==> src/rtl/sram_arbiter.sv <==
// sram_arbiter: round-robin sharing of one 8-bit async SRAM between
// video fetch and CPU, with byte-split words and programmable timing.
module sram_arbiter #(
  parameter int ACCESS_CYCLES = 2,
  parameter int WE_CYCLES     = 2
) (
  input  logic        clk_100,
  input  logic        reset,
  input  logic        vid_req,
  input  logic [20:0] vid_addr,
  output logic        vid_ack,
  output logic [15:0] vid_rdata,
  input  logic        cpu_req,
  input  logic        cpu_we,
  input  logic        cpu_word,
  input  logic [20:0] cpu_addr,
  input  logic [15:0] cpu_wdata,
  output logic        cpu_ack,
  output logic [15:0] cpu_rdata,
  output logic [20:0] SRAM_ADDR,
  output logic        SRAM_WE_n,
  output logic [7:0]  sram_dq_o,
  output logic        sram_dq_oe,
  input  logic [7:0]  sram_dq_i
);

  typedef enum logic [2:0] {
    IDLE, RD, RD_ACK, WR_SETUP, WR_PULSE, WR_HOLD
  } state_t;

  localparam logic [3:0] AC_LAST = 4'(ACCESS_CYCLES - 1);
  localparam logic [3:0] WE_LAST = 4'(WE_CYCLES - 1);

  state_t      state, state_d;
  logic [3:0]  cnt, cnt_d;
  logic        own_cpu, own_cpu_d;
  logic        last_cpu, last_cpu_d;
  logic        word, word_d;
  logic        b, b_d;
  logic [15:0] wdata, wdata_d;
  logic [7:0]  lo, lo_d;
  logic [20:0] addr_d;
  logic        we_n_d, oe_d;
  logic [7:0]  dq_d;
  logic        vid_ack_d, cpu_ack_d;
  logic [15:0] vid_rdata_d, cpu_rdata_d;
  logic [15:0] rd;
  logic        gnt_cpu;

  // On a tie the requester not served last wins
  assign gnt_cpu = cpu_req & (~vid_req | ~last_cpu);

  always_ff @(posedge clk_100) begin
    if (reset) begin
      state      <= IDLE;
      cnt        <= '0;
      own_cpu    <= 1'b0;
      last_cpu   <= 1'b0;
      word       <= 1'b0;
      b          <= 1'b0;
      wdata      <= '0;
      lo         <= '0;
      SRAM_ADDR  <= '0;
      SRAM_WE_n  <= 1'b1;
      sram_dq_o  <= '0;
      sram_dq_oe <= 1'b0;
      vid_ack    <= 1'b0;
      cpu_ack    <= 1'b0;
      vid_rdata  <= '0;
      cpu_rdata  <= '0;
    end else begin
      state      <= state_d;
      cnt        <= cnt_d;
      own_cpu    <= own_cpu_d;
      last_cpu   <= last_cpu_d;
      word       <= word_d;
      b          <= b_d;
      wdata      <= wdata_d;
      lo         <= lo_d;
      SRAM_ADDR  <= addr_d;
      SRAM_WE_n  <= we_n_d;
      sram_dq_o  <= dq_d;
      sram_dq_oe <= oe_d;
      vid_ack    <= vid_ack_d;
      cpu_ack    <= cpu_ack_d;
      vid_rdata  <= vid_rdata_d;
      cpu_rdata  <= cpu_rdata_d;
    end
  end

  always_comb begin
    state_d     = state;
    cnt_d       = cnt;
    own_cpu_d   = own_cpu;
    last_cpu_d  = last_cpu;
    word_d      = word;
    b_d         = b;
    wdata_d     = wdata;
    lo_d        = lo;
    addr_d      = SRAM_ADDR;
    we_n_d      = 1'b1;
    oe_d        = 1'b0;
    dq_d        = sram_dq_o;
    vid_ack_d   = 1'b0;
    cpu_ack_d   = 1'b0;
    vid_rdata_d = vid_rdata;
    cpu_rdata_d = cpu_rdata;
    rd          = '0;
    unique case (state)
      IDLE: begin
        if (cpu_req | vid_req) begin
          own_cpu_d  = gnt_cpu;
          last_cpu_d = gnt_cpu;
          b_d        = 1'b0;
          cnt_d      = '0;
          word_d     = gnt_cpu ? cpu_word : 1'b1;
          wdata_d    = cpu_wdata;
          addr_d     = gnt_cpu ? cpu_addr : vid_addr;
          if (gnt_cpu & cpu_we) begin
            state_d = WR_SETUP;
            oe_d    = 1'b1;
            dq_d    = cpu_wdata[7:0];
          end else begin
            state_d = RD;
          end
        end
      end
      RD: begin
        cnt_d = cnt + 4'd1;
        if (cnt == AC_LAST) begin
          cnt_d = '0;
          if (word & ~b) begin
            b_d    = 1'b1;
            lo_d   = sram_dq_i;
            addr_d = SRAM_ADDR + 21'd1;
          end else begin
            state_d = RD_ACK;
            rd = word ? {sram_dq_i, lo} : {8'h00, sram_dq_i};
            if (own_cpu) begin
              cpu_ack_d   = 1'b1;
              cpu_rdata_d = rd;
            end else begin
              vid_ack_d   = 1'b1;
              vid_rdata_d = rd;
            end
          end
        end
      end
      RD_ACK: state_d = IDLE;
      WR_SETUP: begin
        oe_d    = 1'b1;
        we_n_d  = 1'b0;
        cnt_d   = '0;
        state_d = WR_PULSE;
      end
      WR_PULSE: begin
        oe_d  = 1'b1;
        cnt_d = cnt + 4'd1;
        if (cnt == WE_LAST) begin
          state_d   = WR_HOLD;
          cpu_ack_d = ~(word & ~b);
        end else begin
          we_n_d = 1'b0;
        end
      end
      WR_HOLD: begin
        if (word & ~b) begin
          b_d     = 1'b1;
          oe_d    = 1'b1;
          addr_d  = SRAM_ADDR + 21'd1;
          dq_d    = wdata[15:8];
          state_d = WR_SETUP;
        end else begin
          state_d = IDLE;
        end
      end
      default: state_d = IDLE;
    endcase
  end

endmodule

==> config.mk <==
export PLATFORM = sky130hd
export DESIGN_NAME = sram_arbiter
export DESIGN_NICKNAME = d
export VERILOG_FILES = /design/src/rtl/sram_arbiter.sv
export SDC_FILE = /design/constraint.sdc
export NUM_CORES = 1
export LEC_CHECK = 0
export ABC_AREA = 0
export BUFFER_PORTS_ARGS = -buffer_cell sky130_fd_sc_hd__buf_4
export CAP_MARGIN = 5
export CORE_UTILIZATION = 25
export CTS_BUF_LIST = sky130_fd_sc_hd__clkbuf_4
export DETAILED_ROUTE_END_ITERATION = 10
export PLACE_DENSITY = 0.56
export SLEW_MARGIN = 20
export SYNTH_ARGS = -nofsm -noshare
export SYNTH_HDL_FRONTEND = slang
export SYNTH_SLANG_ARGS = --single-unit
==> constraint.sdc <==
create_clock -name clk_100 -period 2.2 [get_ports clk_100]
set_clock_uncertainty 0.15 [all_clocks]
set_input_delay 0.44 -clock clk_100 [delete_from_list [all_inputs] [get_ports clk_100]]
set_output_delay 0.44 -clock clk_100 [all_outputs]
set_load 0.02 [all_outputs]
# Yosys cells after proc, flatten, opt, wreduce, memory -nomap -nowiden
# Index checks and enable logic that the tools add are counted.
[totals] input_bits=72 wordCells=90 out_inout_bits=65 reg_bits=99
[op_classes] mux=37 bitwise=11 n_eq_ne=11 add_sub_neg=2 reduce_logical=14
[ops] cell="$mux W21" n=4
[ops] cell="$pmux W21 S3" n=1
[ops] cell="$mux W8" n=3
[ops] cell="$add A21 B1 Y21 const B" n=1
[ops] cell="$mux W16" n=1
[ops] cell="$pmux W4 S4" n=1
[ops] cell="$pmux W8 S2" n=1
[ops] cell="$reduce_and A4 Y1" n=4
[ops] cell="$pmux W3 S5" n=1
[ops] cell="$mux W1" n=13
[ops] cell="$mux W3" n=4
[ops] cell="$ne A2 B2 Y1 const B" n=6
[ops] cell="$mux W4" n=2
[ops] cell="$eq A3 B3 Y1 const B" n=2
[ops] cell="$not A1 Y1" n=6
[ops] cell="$pmux W1 S3" n=2
[ops] cell="$reduce_and A3 Y1" n=2
[ops] cell="$add A4 B1 Y4 const B" n=1
[ops] cell="$eq A4 B1 Y1 const B" n=1
[ops] cell="$mux W2" n=2
[ops] cell="$pmux W1 S2" n=2
[ops] cell="$reduce_and A2 Y1" n=2
[ops] cell="$reduce_bool A4 Y1" n=1
[ops] cell="$reduce_or A4 Y1" n=1
[ops] cell="other kinds (8)" n=11

# Depth between registers and ports, before layout
[logic_depth] depth_word=7 depth_mapped=9 ltp_nobuf=7

# Worst setup path after synthesis
# No wires, ideal clock.
[synth_path] kind="register to register" start="reg SRAM_ADDR[0]" end="reg SRAM_ADDR[20]" stages_incl_launch_ff=7 arrival_ns=1.937 t_required_ns=1.976 period_less_slack_ns=2.161 n_path_buf=0 setup_ns=0.074 setup_slack_ns=0.039 path_cell_list="dfxtp_1 -> ha_1 -> nand4_2 -> nor4_4 -> nand3_1 -> or3_1 -> a31oi_1"
[synth_between] elab_chain_len=4
[synth_rtl] item="start, declared" line_no="20" rtl="output logic [20:0] SRAM_ADDR,"
[synth_rtl] item="start signal, assigned" line_no="80" rtl="SRAM_ADDR <= addr_d;"
[synth_rtl] item="$add A21 B1 Y21 *" line_no="135, 170"
[synth_rtl] item="$mux W21 *" line_no="132, 167"
[synth_rtl] item="$mux W21" line_no="130" rtl="if (cnt == AC_LAST) begin"
[synth_rtl] item="$pmux W21 S3 *" line_no="109" rtl="unique case (state)"
# Every way passes the cells marked *; elsewhere a longest branch is shown, timed or not. The select of a mux whose other input is x is not followed.
# A chain may end at the register's enable or synchronous reset.

# Worst setup path after layout
[layout_path] start="in vid_req" end="reg SRAM_ADDR[16]"
[layout_between] elab_chain_len=6 elab_cells_between_ends=9
[layout_rtl] item="start, declared" line_no="9" rtl="input logic vid_req,"
[layout_rtl] item="$not A1 Y1" line_no="51" rtl="assign gnt_cpu = cpu_req & (~vid_req | ~last_cpu);"
[layout_rtl] item="$or A1 B1 Y1" line_no="51"
[layout_rtl] item="$and A1 B1 Y1" line_no="51"
[layout_rtl] item="$mux W21" line_no="118" rtl="addr_d = gnt_cpu ? cpu_addr : vid_addr;"
[layout_rtl] item="$mux W21" line_no="111" rtl="if (cpu_req | vid_req) begin"
[layout_rtl] item="$pmux W21 S3" line_no="109"
# Parallel ways exist; a longest one is shown, timed or not. The select of a mux whose other input is x is not followed.

==> impl_metrics.csv <==
group,metric,value,unit
clocking,clk_latency,0.46,ns
worst_setup_path,crit_chain,"dlygate4sd3_1 -> buf_4 -> a21bo_2 -> mux2i_1 -> a221o_1 -> a211oi_2",
clocking,post-cts-setup-buffers,0,
detailed_routing,num_vias,4453,
logic_synthesis,synthDistinctLibCells,52,
final_layout,fin_area,6001,µm²
clocking,clk_pin_slew_worst_paths,0.14,ns
pwr,clkPwrFrac,19.1,%
logic_synthesis,synthTopCellsByArea,"dfxtp_1 (41%), nand2_1 (8.8%), a21oi_1 (7.9%)",
worst_hold_path,whs_endpoint,"wdata[11]",
global_route,antenna_found_initial,0,
detailed_routing,detail_route.iter0.violations,195,
worst_setup_path,crit_required,2.44,ns
logic_synthesis,synth_cells,577,
logic_synthesis,synth_flop_cell,"dfxtp_1",
global_route,grt_first_pass_wirelength,21860,µm
worst_hold_path,hp-start,"cpu_wdata[11]",
logic_synthesis,synth_edf_count,0,
final_layout,nNetsFinal,785,
clocking,cts_tree,"done",
pwr,powerDensity,1019,nW/µm²
die,die_x,135.0,µm
die,core,17300,µm²
worst_setup_path,crit_slowest_cell,"dlygate4sd3_1",
clocking,root_buffer,"clkbuf_4",
timing,finalSetupTns,0,ns
worst_setup_path,r2r-end,"SRAM_ADDR[16]",
logic_synthesis,synth_nets,652,
clocking,cts_buffers,9,
pwr,p_int,0.003629,W
die,io_pins,137,
worst_setup_path,worst_r2r_path_depth,4,
final_layout,multi_input_comb_area,2389,µm²
timing,whs,0.05498,ns
worst_setup_path,timing.reg2reg.setup_slack,0.23,ns
timing,max_slew_margin,54.37,%
die,start_util,25.57,%
logic_synthesis,seq_area_frac_synth,41.19,%
timing,worst_pin_slew,0.6845,ns
worst_setup_path,crit_path_start_kind,"input port",
logic_synthesis,async_flop_share,0,%
die,std_cell_rows,48,
pwr,combPwrFrac,44.3,%
final_layout,n_antenna_cell,0,
pwr,peakVddDrop,0.3844,mV
timing,rsz0062_at_grt,"no",
final_layout,seqCellArea,1822,µm²
detailed_routing,wl,13740,µm
worst_setup_path,crit_fanout,21,
detailed_routing,ant_nets,0,
placed_design,portBuffers,136,
outcome,status,"finished clean",
placed_design,place_congestion,0.7853,
final_layout,drive_above_1_share,26.99,%
clocking,cts.path.max_buffers,2,
global_route,grt_pass1_vias,4207,
detailed_routing,vias_per_cell,4.737,
final_layout,fill_cells,1848,
timing,slew_viol_final,0,
logic_synthesis,ys_seq_elements,91,
global_route,grt_max_degree,59,
worst_setup_path,r2r_start,"last_cpu",
run,maxCapViolCount,0,
global_route,grt_overflow,0,
worst_setup_path,worstSetupPathType,"in2reg",
clocking,htree_levels,3,
placed_design,dp_hpwl,9478,µm
worst_setup_path,arrival,2.28,ns
die,dieArea,18230,µm²
timing,fmax,490.5,MHz
timing,setup_viol,0,
logic_synthesis,synth_area_leader_cell,"dfxtp_1",
worst_setup_path,worstSetupEndpointType,"register",
logic_synthesis,postSynthAreaPerCell,7.665,µm²
pwr,seqPwrFrac,36.6,%
logic_synthesis,syn_area,4423,µm²
placed_design,place_area,5804,µm²
detailed_routing,first_pass_iters,4,
clocking,clock-sinks,91,
detailed_routing,wl_per_cell,14.61,µm
logic_synthesis,synth_warnings,0,
global_route,grt_use_total,15.45,%
worst_setup_path,cpPeakStageDelay,0.56,ns
timing,finalCritPeriodShare,92.67,%
pwr,p_leak,2.497,nW
timing,finalHoldViolations,0,
final_layout,utilization,34.69,%
worst_hold_path,hold_path.class,"in2reg",
worst_setup_path,startpoint,"vid_req",
die,die_y,135.0,µm
logic_synthesis,synth_top_area_share,41.19,%
pwr,power.total,0.006115,W
timing,fin_crit,2.039,ns
final_layout,area_growth,35.67,%
detailed_routing,drc,0,
pwr,switching_power,0.002487,W
worst_hold_path,hold_depth,3,
pwr,swShare,40.66,%
flip-flops by register name, summed over array words and instances (netlist names), 3 cells and up:
| signal | cells |
|---|---|
| cpu_rdata | 16 |
| wdata | 8 |
| vid_rdata | 16 |
| state | 3 |
| cnt | 4 |
| sram_dq_o | 8 |
| SRAM_ADDR | 21 |
| lo | 8 |
timing repair:
| action | 4_1_cts | 5_1_grt |
|---|---|---|
| hold buffers | 1 | 0 |
| resized for setup | 0 | 1 |
| hold endpoints to repair | 1 | 0 |
| setup endpoints to repair | 0 | 5 |
per-layer routing:
metal	vias up	part of all wire (%)	global-route usage, %
li1	2287	-	-
met1	2036	46	19.47
met2	121	46	24.80
met3	9	8.1	5.968
met4	0	0.73	3.433
met5	-	0	0
cell families after synthesis:
family / share of synthesized area, %
AOI/OAI and AO/OA: 18.98
xor gates and xnor gates: 0.5942
adders and majority gates: 0.8487
buffers and inverters: 5.035
DFF: 41.19
muxes: 4.300
and+or+nand+nor: 29.05
power groups by stage:
stage          Combinational, W  Sequential, W  Clock [W]
2_1_floorplan           0.00149        0.00246          0
3_3_place_gp            0.00272        0.00227          0
6_report                0.00271        0.00224    0.00117
3_5_place_dp            0.00272        0.00227          0
4_1_cts                 0.00274        0.00224    0.00123
5_1_grt                 0.00300        0.00229    0.00130
final cells by class:
class / count / area share, %
timing repair buffer: 166 / 21.85
multi-input combinational: 438 / 39.80
clock buffer: 9 / 1.126
inverter: 4 / 0.2502
sequential: 91 / 30.36
clock inverter: 7 / 1.918
tap: 225 / 4.691
through the flow:
stage | std cells | setup WS [ns]
after floorplan | 577 | 0.03881
after global placement | 923 | 0.1737
after detailed placement | 923 | 0.1377
after CTS | 940 | 0.1027
after global routing | 940 | 0.03285
final | 940 | 0.1612
cell usage after synthesis, types with 4 or more instances:
master,instances
nand2_1,104
dfxtp_1,91
nor2_1,75
a21oi_1,70
nand3_1,42
clkbuf_1,27
mux2i_1,19
o21ai_0,18
nor3_1,16
a211oi_1,14
a311oi_1,9
buf_2,7
a31oi_1,6
buf_4,5
or3_1,5
and2_1,4
inv_1,4
nand4_1,4
nor2b_1,4
nor4_1,4
worst max-delay path by stage:
stage	to	slack, ns	cells after the start
6_report	SRAM_ADDR[16]	0.16	6
5_1_grt	SRAM_ADDR[18]	0.03	8
4_1_cts	vid_rdata[12]	0.10	6
3_5_place_dp	vid_rdata[12]	0.14	6
3_3_place_gp	vid_rdata[15]	0.17	6
2_1_floorplan	SRAM_ADDR[20]	0.04	6
worst max-delay path: cells and delay by family:
kind,cells,cell delay [ns]
AO/OA/AOI/OAI,3,0.98
buffers and inverters,2,0.71
multiplexers,1,0.15
cells in the final DEF, fill, tap and decap left out, drive strengths merged, types with 5 or more instances in the layout:
cell    instances
a211oi         15
a21oi          70
a311oi          9
a31oi           6
buf           165
clkbuf          9
dfxtp          91
inv             5
mux2i          19
nand2         104
nand3          42
nand4           6
nor2           75
nor3           17
nor4            6
o21ai          18
or3             5
(Power assumes the default switching activity.)
